`config.mk`:
```
export PLATFORM = sky130hd
export DESIGN_NAME = valu_sequencer_flat
export DESIGN_NICKNAME = d
export VERILOG_FILES = /design/src/rtl/valu_pkg.sv /design/src/rtl/valu_sequencer_if.sv /design/src/rtl/valu_regfile.sv /design/src/rtl/valu_sequencer.sv /design/src/flat_wrapper.sv
export SDC_FILE = /design/constraint.sdc
export NUM_CORES = 1
export LEC_CHECK = 0
export CORE_ASPECT_RATIO = 0.5
export CORE_MARGIN = 2
export CORE_UTILIZATION = 30
export CTS_CLUSTER_SIZE = 8
export DETAILED_ROUTE_END_ITERATION = 10
export PLACE_DENSITY = 0.56
export SLEW_MARGIN = 20
export SYNTH_ARGS = -nofsm -noshare
export SYNTH_HDL_FRONTEND = slang
export SYNTH_HIERARCHICAL = 1
export SYNTH_SLANG_ARGS = --single-unit
```
`constraint.sdc`:
```
create_clock -name clk -period 5.65 [get_ports clk]
set_clock_uncertainty 0.15 [all_clocks]
set_input_delay 1.695 -clock clk [delete_from_list [all_inputs] [get_ports clk]]
set_output_delay 1.695 -clock clk [all_outputs]
set_load 0.02 [all_outputs]
```
`src/rtl/valu_pkg.sv`:
```
// Shared types and constants for the vector ALU sequencer: lane geometry, vector type,
// sequencer states, opcodes and flag bit positions.
package valu_pkg;

  localparam int unsigned N     = 18;
  localparam int unsigned V     = 3;
  localparam int unsigned R     = 8;
  localparam int unsigned RegAw = $clog2(R);

  typedef logic [V-1:0][N-1:0] vec_t;

  typedef enum logic [1:0] {
    StIdle,
    StRead,
    StExec,
    StWb
  } state_e;

  localparam logic [3:0] OP_ADD  = 4'b0000;
  localparam logic [3:0] OP_SUB  = 4'b0001;
  localparam logic [3:0] OP_RSUM = 4'b0101;

  // alu_flags is packed {overflow, carry, zero, negative}
  localparam int unsigned FLG_N = 0;
  localparam int unsigned FLG_Z = 1;
  localparam int unsigned FLG_C = 2;
  localparam int unsigned FLG_V = 3;

endpackage

```
`src/rtl/valu_sequencer_if.sv`:
```
// Command handshake plus operand/result bus between the sequencer and the vector ALU.
// The slave modport is the sequencer; master is the command source and ALU side.
interface valu_sequencer_if;
  import valu_pkg::*;

  logic             cmd_valid;
  logic             cmd_ready;
  logic [3:0]       cmd_op;
  logic [RegAw-1:0] cmd_srca;
  logic [RegAw-1:0] cmd_srcb;
  logic [RegAw-1:0] cmd_dst;

  vec_t             alu_a;
  vec_t             alu_b;
  logic [3:0]       alu_op;
  vec_t             alu_result;
  logic [3:0]       alu_flags;

  modport master (
    output cmd_valid, cmd_op, cmd_srca, cmd_srcb, cmd_dst,
    input  cmd_ready,
    input  alu_a, alu_b, alu_op,
    output alu_result, alu_flags
  );

  modport slave (
    input  cmd_valid, cmd_op, cmd_srca, cmd_srcb, cmd_dst,
    output cmd_ready,
    output alu_a, alu_b, alu_op,
    input  alu_result, alu_flags
  );

endinterface

```
`src/rtl/valu_regfile.sv`:
```
// Vector register file: R entries of vec_t, asynchronous clear, one synchronous write port
// and three combinational read ports (operand A, operand B, host).
module valu_regfile
  import valu_pkg::*;
(
  input  logic             clk_i,
  input  logic             rst_ni,
  input  logic             we_i,
  input  logic [RegAw-1:0] waddr_i,
  input  vec_t             wdata_i,
  input  logic [RegAw-1:0] raddr_a_i,
  input  logic [RegAw-1:0] raddr_b_i,
  input  logic [RegAw-1:0] raddr_h_i,
  output vec_t             rdata_a_o,
  output vec_t             rdata_b_o,
  output vec_t             rdata_h_o
);

  vec_t mem_q [R];

  always_ff @(posedge clk_i or negedge rst_ni) begin
    if (!rst_ni) begin
      for (int unsigned i = 0; i < R; i++) begin
        mem_q[i] <= '0;
      end
    end else if (we_i) begin
      mem_q[waddr_i] <= wdata_i;
    end
  end

  assign rdata_a_o = mem_q[raddr_a_i];
  assign rdata_b_o = mem_q[raddr_b_i];
  assign rdata_h_o = mem_q[raddr_h_i];

endmodule

```
`src/rtl/valu_sequencer.sv`:
```
// Vector ALU initiator: accepts a command, reads two source vectors, presents them to the
// external ALU, captures result and flags, and writes the result back (4 cycles per command).
module valu_sequencer
  import valu_pkg::*;
(
  input  logic             clk,
  input  logic             rst_n,
  valu_sequencer_if.slave  bus,
  input  logic             host_wr_en,
  input  logic [RegAw-1:0] host_addr,
  input  vec_t             host_wdata,
  output vec_t             host_rdata,
  output logic             done,
  output logic [3:0]       flags_q,
  output logic [15:0]      op_count
);

  state_e           state_q, state_d;
  logic [3:0]       op_q, alu_op_q, flg_q, last_flags_q;
  logic [RegAw-1:0] srca_q, srcb_q, dst_q;
  vec_t             opa_q, opb_q, res_q;
  vec_t             rd_a, rd_b;
  logic [15:0]      op_count_q;
  logic             accept;
  logic             rf_we;
  logic [RegAw-1:0] rf_waddr;
  vec_t             rf_wdata;

  // A host write in the same cycle takes priority over a new command.
  assign bus.cmd_ready = (state_q == StIdle) && !host_wr_en;
  assign accept        = bus.cmd_valid && bus.cmd_ready;

  always_comb begin
    state_d = state_q;
    unique case (state_q)
      StIdle:  if (accept) state_d = StRead;
      StRead:  state_d = StExec;
      StExec:  state_d = StWb;
      StWb:    state_d = StIdle;
      default: state_d = StIdle;
    endcase
  end

  // Host writes are only honoured in idle; writeback owns the port in StWb.
  always_comb begin
    rf_we    = 1'b0;
    rf_waddr = host_addr;
    rf_wdata = host_wdata;
    if (state_q == StWb) begin
      rf_we    = 1'b1;
      rf_waddr = dst_q;
      rf_wdata = res_q;
    end else if ((state_q == StIdle) && host_wr_en) begin
      rf_we = 1'b1;
    end
  end

  always_ff @(posedge clk or negedge rst_n) begin
    if (!rst_n) begin
      state_q      <= StIdle;
      op_q         <= '0;
      srca_q       <= '0;
      srcb_q       <= '0;
      dst_q        <= '0;
      opa_q        <= '0;
      opb_q        <= '0;
      alu_op_q     <= '0;
      res_q        <= '0;
      flg_q        <= '0;
      last_flags_q <= '0;
      op_count_q   <= '0;
    end else begin
      state_q <= state_d;
      if (accept) begin
        op_q   <= bus.cmd_op;
        srca_q <= bus.cmd_srca;
        srcb_q <= bus.cmd_srcb;
        dst_q  <= bus.cmd_dst;
      end
      // Operands and opcode change together on entry to StExec and hold afterwards.
      if (state_q == StRead) begin
        opa_q    <= rd_a;
        opb_q    <= rd_b;
        alu_op_q <= op_q;
      end
      if (state_q == StExec) begin
        res_q <= bus.alu_result;
        flg_q <= bus.alu_flags;
      end
      if (state_q == StWb) begin
        last_flags_q <= flg_q;
        op_count_q   <= op_count_q + 16'd1;
      end
    end
  end

  assign bus.alu_a  = opa_q;
  assign bus.alu_b  = opb_q;
  assign bus.alu_op = alu_op_q;
  assign done       = (state_q == StWb);
  assign flags_q    = last_flags_q;
  assign op_count   = op_count_q;

  valu_regfile u_regfile (
    .clk_i     (clk),
    .rst_ni    (rst_n),
    .we_i      (rf_we),
    .waddr_i   (rf_waddr),
    .wdata_i   (rf_wdata),
    .raddr_a_i (srca_q),
    .raddr_b_i (srcb_q),
    .raddr_h_i (host_addr),
    .rdata_a_o (rd_a),
    .rdata_b_o (rd_b),
    .rdata_h_o (host_rdata)
  );

endmodule

```
`src/flat_wrapper.sv`:
```
// flat-port wrapper written by rule: the top's interface ports become plain ports
module valu_sequencer_flat import valu_pkg::*;
  (clk, rst_n, host_wr_en, host_addr, host_wdata, host_rdata, done, flags_q, op_count, bus_cmd_valid, bus_cmd_op, bus_cmd_srca, bus_cmd_srcb, bus_cmd_dst, bus_cmd_ready, bus_alu_a, bus_alu_b, bus_alu_op, bus_alu_result, bus_alu_flags);
  valu_sequencer_if bus_i ();
  input  logic clk;
  input  logic rst_n;
  input  logic host_wr_en;
  input  logic [RegAw-1:0] host_addr;
  input  vec_t host_wdata;
  output vec_t host_rdata;
  output logic done;
  output logic [3:0] flags_q;
  output logic [15:0] op_count;
  input wire logic [$bits(bus_i.cmd_valid)-1:0] bus_cmd_valid;
  input wire logic [$bits(bus_i.cmd_op)-1:0] bus_cmd_op;
  input wire logic [$bits(bus_i.cmd_srca)-1:0] bus_cmd_srca;
  input wire logic [$bits(bus_i.cmd_srcb)-1:0] bus_cmd_srcb;
  input wire logic [$bits(bus_i.cmd_dst)-1:0] bus_cmd_dst;
  output wire logic [$bits(bus_i.cmd_ready)-1:0] bus_cmd_ready;
  output wire logic [$bits(bus_i.alu_a)-1:0] bus_alu_a;
  output wire logic [$bits(bus_i.alu_b)-1:0] bus_alu_b;
  output wire logic [$bits(bus_i.alu_op)-1:0] bus_alu_op;
  input wire logic [$bits(bus_i.alu_result)-1:0] bus_alu_result;
  input wire logic [$bits(bus_i.alu_flags)-1:0] bus_alu_flags;
  assign bus_i.cmd_valid = bus_cmd_valid;
  assign bus_i.cmd_op = bus_cmd_op;
  assign bus_i.cmd_srca = bus_cmd_srca;
  assign bus_i.cmd_srcb = bus_cmd_srcb;
  assign bus_i.cmd_dst = bus_cmd_dst;
  assign bus_cmd_ready = bus_i.cmd_ready;
  assign bus_alu_a = bus_i.alu_a;
  assign bus_alu_b = bus_i.alu_b;
  assign bus_alu_op = bus_i.alu_op;
  assign bus_i.alu_result = bus_alu_result;
  assign bus_i.alu_flags = bus_alu_flags;
  valu_sequencer u_core (.clk(clk), .rst_n(rst_n), .bus(bus_i), .host_wr_en(host_wr_en), .host_addr(host_addr), .host_wdata(host_wdata), .host_rdata(host_rdata), .done(done), .flags_q(flags_q), .op_count(op_count));
endmodule
```
-- Word-level counts from Yosys, hierarchy flattened
Index checks and enable logic that the tools add are counted.
Widths: inputs -> output; s select.
- add/subtract/negate cells: 1
- reductions and logical operators: 6
- order comparisons: 5
- mux-type cells: 18
- eq/ne operators: 4
- bitwise gates (word level): 4
- operators with widths (operator ; count):
    $bmux 54 s3 ; 3
    $bwmux 432 ; 1
    $mux 54 ; 8
    $demux 54 s3 ; 1
    $add 16x1->16 const B ; 1
    $ge 4x4->1 const B ; 4
    $not 3->4 ; 4
    $pmux 2 s4 ; 1
    $eq 2x2->1 const B ; 2
    $logic_and 1x1->1 ; 4
    $lt 4x1->1 const B ; 1
    $mux 3 ; 1
    $eq 2x1->1 const B ; 1
    $logic_not 2->1 ; 1
    $mux 1 ; 2
    $mux 2 ; 1
    $ne 2x1->1 const B ; 1
    $logic_not 1->1 ; 1
- flip-flop bits (word level): 637
- input bits: 132

-- Logic depth before layout (Yosys ltp)
- depth after elaboration: 8
- mapped depth: 8
- gate-level depth less buffers: 6

-- Modules after synthesis
Netlist, hierarchy kept.
- modules (own cells, without submodules) (module ; sequential area each (µm²) ; times used ; cells an instance ; area each (µm²)):
    valu_regfile ; 10810.4 ; 1 ; 1495 ; 25705.9
    valu_sequencer ; 5129.9 ; 1 ; 529 ; 8418.1

-- Worst setup path before layout
Ideal clock, no wire load.
- kind: input -> output
- from: input port host_addr[0]
- to: output port host_rdata[0] in the netlist's numbering
- stages: 4
- slack: 882 ps
- arrival: 2923 ps
- data required time: 3805 ps
- cells stage by stage: buf_6 -> buf_2 -> mux4_2 -> mux2_2
- RTL lines (item ; line ; source):
    start, declared ; flat_wrapper.sv:8 ; input logic [RegAw-1:0] host_addr;
    end, declared ; flat_wrapper.sv:10 ; output vec_t host_rdata;

==> results.md <==
- Tcrit/Tclk final: 96.27%
- Placement Rows: 87
- CTS H-tree lvls: 3
- Reg2reg setup slack: 1.99 ns
- CP required: 3.81 ns
- First-pass GRT wire length: 148200 µm
- RSZ-0062 raised after global routing: no
- Slew @ Worst Pin: 1.053 ns
- Die W: 481.0 µm
- Vias in the first global route: 21880
- Number of synthesized flops with an enable pin: 0
- Setup TNS: 0 ns
- I/O Buffers: 319
- Post-placement cell count: 3749
- Router iterations before antenna repair: 4
- Crit path capture type: output pin
- Fin. Hold Viols: 0
- Leakage power total: 16.29 nW
- Pwr per Cell Area: 647.5 mW/mm²
- Worst-path clk slew: 0.05 ns
- Critical-path cell list: clkbuf_8, buf_4, mux4_2, mux2_2, clkdlybuf4s50_1
- R2R depth: 6
- Synthesized Nets: 2161
- Worst setup path class: in2out
- Post-CTS Setup Inserts: 0
- Nets: 2465
- Hold depth: 1
- Final Critical Period: 5.439 ns
- Maximum VDD drop: 0.0003288 V
- Fraction of layout cells with a size suffix above 1: 57.21%
- Total number of vias: 20300
- Worst min path class: reg2reg
- Iteration-0 DRC Markers: 1103
- Area Overhead vs Synth: 21.48%
- Vias per cell: 5.274
- Final std cells w/o fill: 3850
- Post-CTS Hold Buffers: 0
- I/O Pins: 320
- Hold Path Origin: u_core/op_count[15]
- Die height: 242.5 µm
- Relative slew margins: 29.81%
- Largest stage delay on the critical path: 0.62 ns
- CP arrival: 3.59 ns
- Synthesized area: 0.03412 mm²
- CP max stage cell: clkdlybuf4s50_1
- Resized cells post-CTS: 0
- Status: complete, no violations
- Clock Path Buffers: 3
- Routed WL: 98250 µm
- Detail Route Antenna Nets: 0
- Clk sink count: 637
- Most frequent cells in the layout: mux2_2 (820), dfrtp_1 (631), mux4_2 (324)
- Final setup viols: 0
- Clk_lat worst skew: 0.65 ns
- Mean Syn Cell Area: 16.86 µm²
- Worst hold endpoint: u_core/op_count[15]
- Initial cell density of the core: 30.26%
- Pins over their slew limit: 0
- Fmax: 183.8 MHz
- Antenna Cells: 0
- Clock root buffer: clkbuf_16
- Die area: 0.1166 mm²
- Pin count of the biggest net entering global routing: 99
- Drt drc: 0
- Overall global routing resource usage: 16.90%
- Overflow after GRT: 0
- Fillers: 10620
- Synth async-reset ratio: 100.0%
- Most common cell after layout, fill and taps aside: mux2_2
- Critical Path Start Type: primary input
- TritonCTS Buffers: 89
- Cell count after synthesis: 2024
- CTS tree: built
- GP Congestion: 0.7689
- YS warnings: 6
- Max cap viols: 0
- Worst r2r src: u_core/state_q[0]
- Seq/Total Area, Yosys: 46.71%
- Post-DP HPWL: 61410 µm
- Antenna violations before repair: 1
- Top FF cell, synth: dfrtp_1
- Detailed-route wire length per cell: 25.52 µm
- Reg-to-reg critical path endpoint: u_core/u_regfile/mem_q[279]
- Synthesized flop and latch total: 637
- Critical path peak fanout: 10
- Core area: 0.1128 mm²
- Synth cell types: 32
-- how the worst max path moves through the flow --
stage / from / endpoint / slack (ns)
CTS: host_addr[0] / host_rdata[37] / 0.19
finish: host_addr[0] / host_rdata[35] / 0.21
detailed placement: host_addr[0] / host_rdata[35] / 0.20
global route: host_addr[0] / host_rdata[35] / 0.15
global placement: host_addr[0] / host_rdata[35] / 0.20
floorplan: host_addr[0] / host_rdata[0] / 0.88
-- final cells by class --
cell class                 count  area [µm²]  share of cell area, %
clock inverter                 4       38.79                0.09357
multi-input combinational   1220       17330                  41.80
tap                         1513        1893                  4.567
inverter                       3       11.26                0.02716
timing repair buffer         377        3944                  9.514
clock buffer                  96        2275                  5.487
sequential                   637       15960                  38.51
-- worst max-delay path: cells and delay by family --
family	cells	cell delay, ns
multiplexers	2	0.79
buffers and inverters	3	1.11
-- synth_stat cells, types with 3 or more instances --
library cell,n,share of area [%]
mux2_2,820,27
dfrtp_1,637,47
mux4_2,324,21
buf_2,101,1.5
clkbuf_1,37,0.41
mux2_4,20,0.88
xnor2_1,11,0.28
buf_4,9,0.20
nand2_1,7,0.077
buf_6,6,0.20
nand3_1,6,0.088
buf_8,5,0.22
ha_1,5,0.18
buf_1,4,0.044
xor2_1,4,0.10
inv_1,3,0.033
nand4_1,3,0.055
nand4b_1,3,0.077
nor2_1,3,0.033
-- routing by layer --
layer	wire (µm)	track usage, %
met1	42420	22.29
met2	48780	28.04
met3	4351	3.251
met4	2695	5.274
met5	0	0
-- flip-flops by register name, summed over array words and instances, names as in the netlist --
register,flops
u_core/state_q,2
u_core/res_q,54
u_core/bus.alu_op,4
u_core/flg_q,4
u_core/dst_q,3
u_core/op_q,4
u_core/flags_q,4
u_core/bus.alu_a,54
u_core/srcb_q,3
u_core/bus.alu_b,54
u_core/srca_q,3
u_core/u_regfile/mem_q,432
u_core/op_count,16
-- stage by stage --
| step | setup WS, ns | hold WS, ns | cell area (µm²) | total power (W) | utilization, % |
|---|---|---|---|---|---|
| finish | 0.2107 | 0.3281 | 41450 | 0.02684 | 36.76 |
| CTS | 0.1942 | 0.3322 | 41420 | 0.02722 | 36.73 |
| global route | 0.1504 | 0.3428 | 41450 | 0.02842 | 36.76 |
| detailed placement | 0.1952 | 0.3258 | 39110 | 0.02232 | 34.68 |
| floorplan | 0.8818 | 0.3236 | 34120 | 0.01786 | - |
| global placement | 0.2033 | 0.3114 | 39110 | 0.02213 | 34.68 |
-- logic make-up (layout without fill, tap and decap cells) --
kind of cell | after synthesis | count (layout) | share of synthesized area [%]
compound gates | 2 | 2 | 0.04035
xor+xnor | 15 | 15 | 0.3850
fa+ha+maj | 5 | 5 | 0.1833
buf+inv | 167 | 480 | 2.699
flops | 637 | 637 | 46.71
mux | 1164 | 1164 | 49.32
simple gates | 34 | 34 | 0.6564
-- power by group --
group	internal (W)	switching, W
clock	0.00279	0.00194
sequential	0.00687	0.00239
combinational	0.00778	0.00506
total	0.0174	0.00939
No activity file was read; power rests on OpenSTA's default activity.
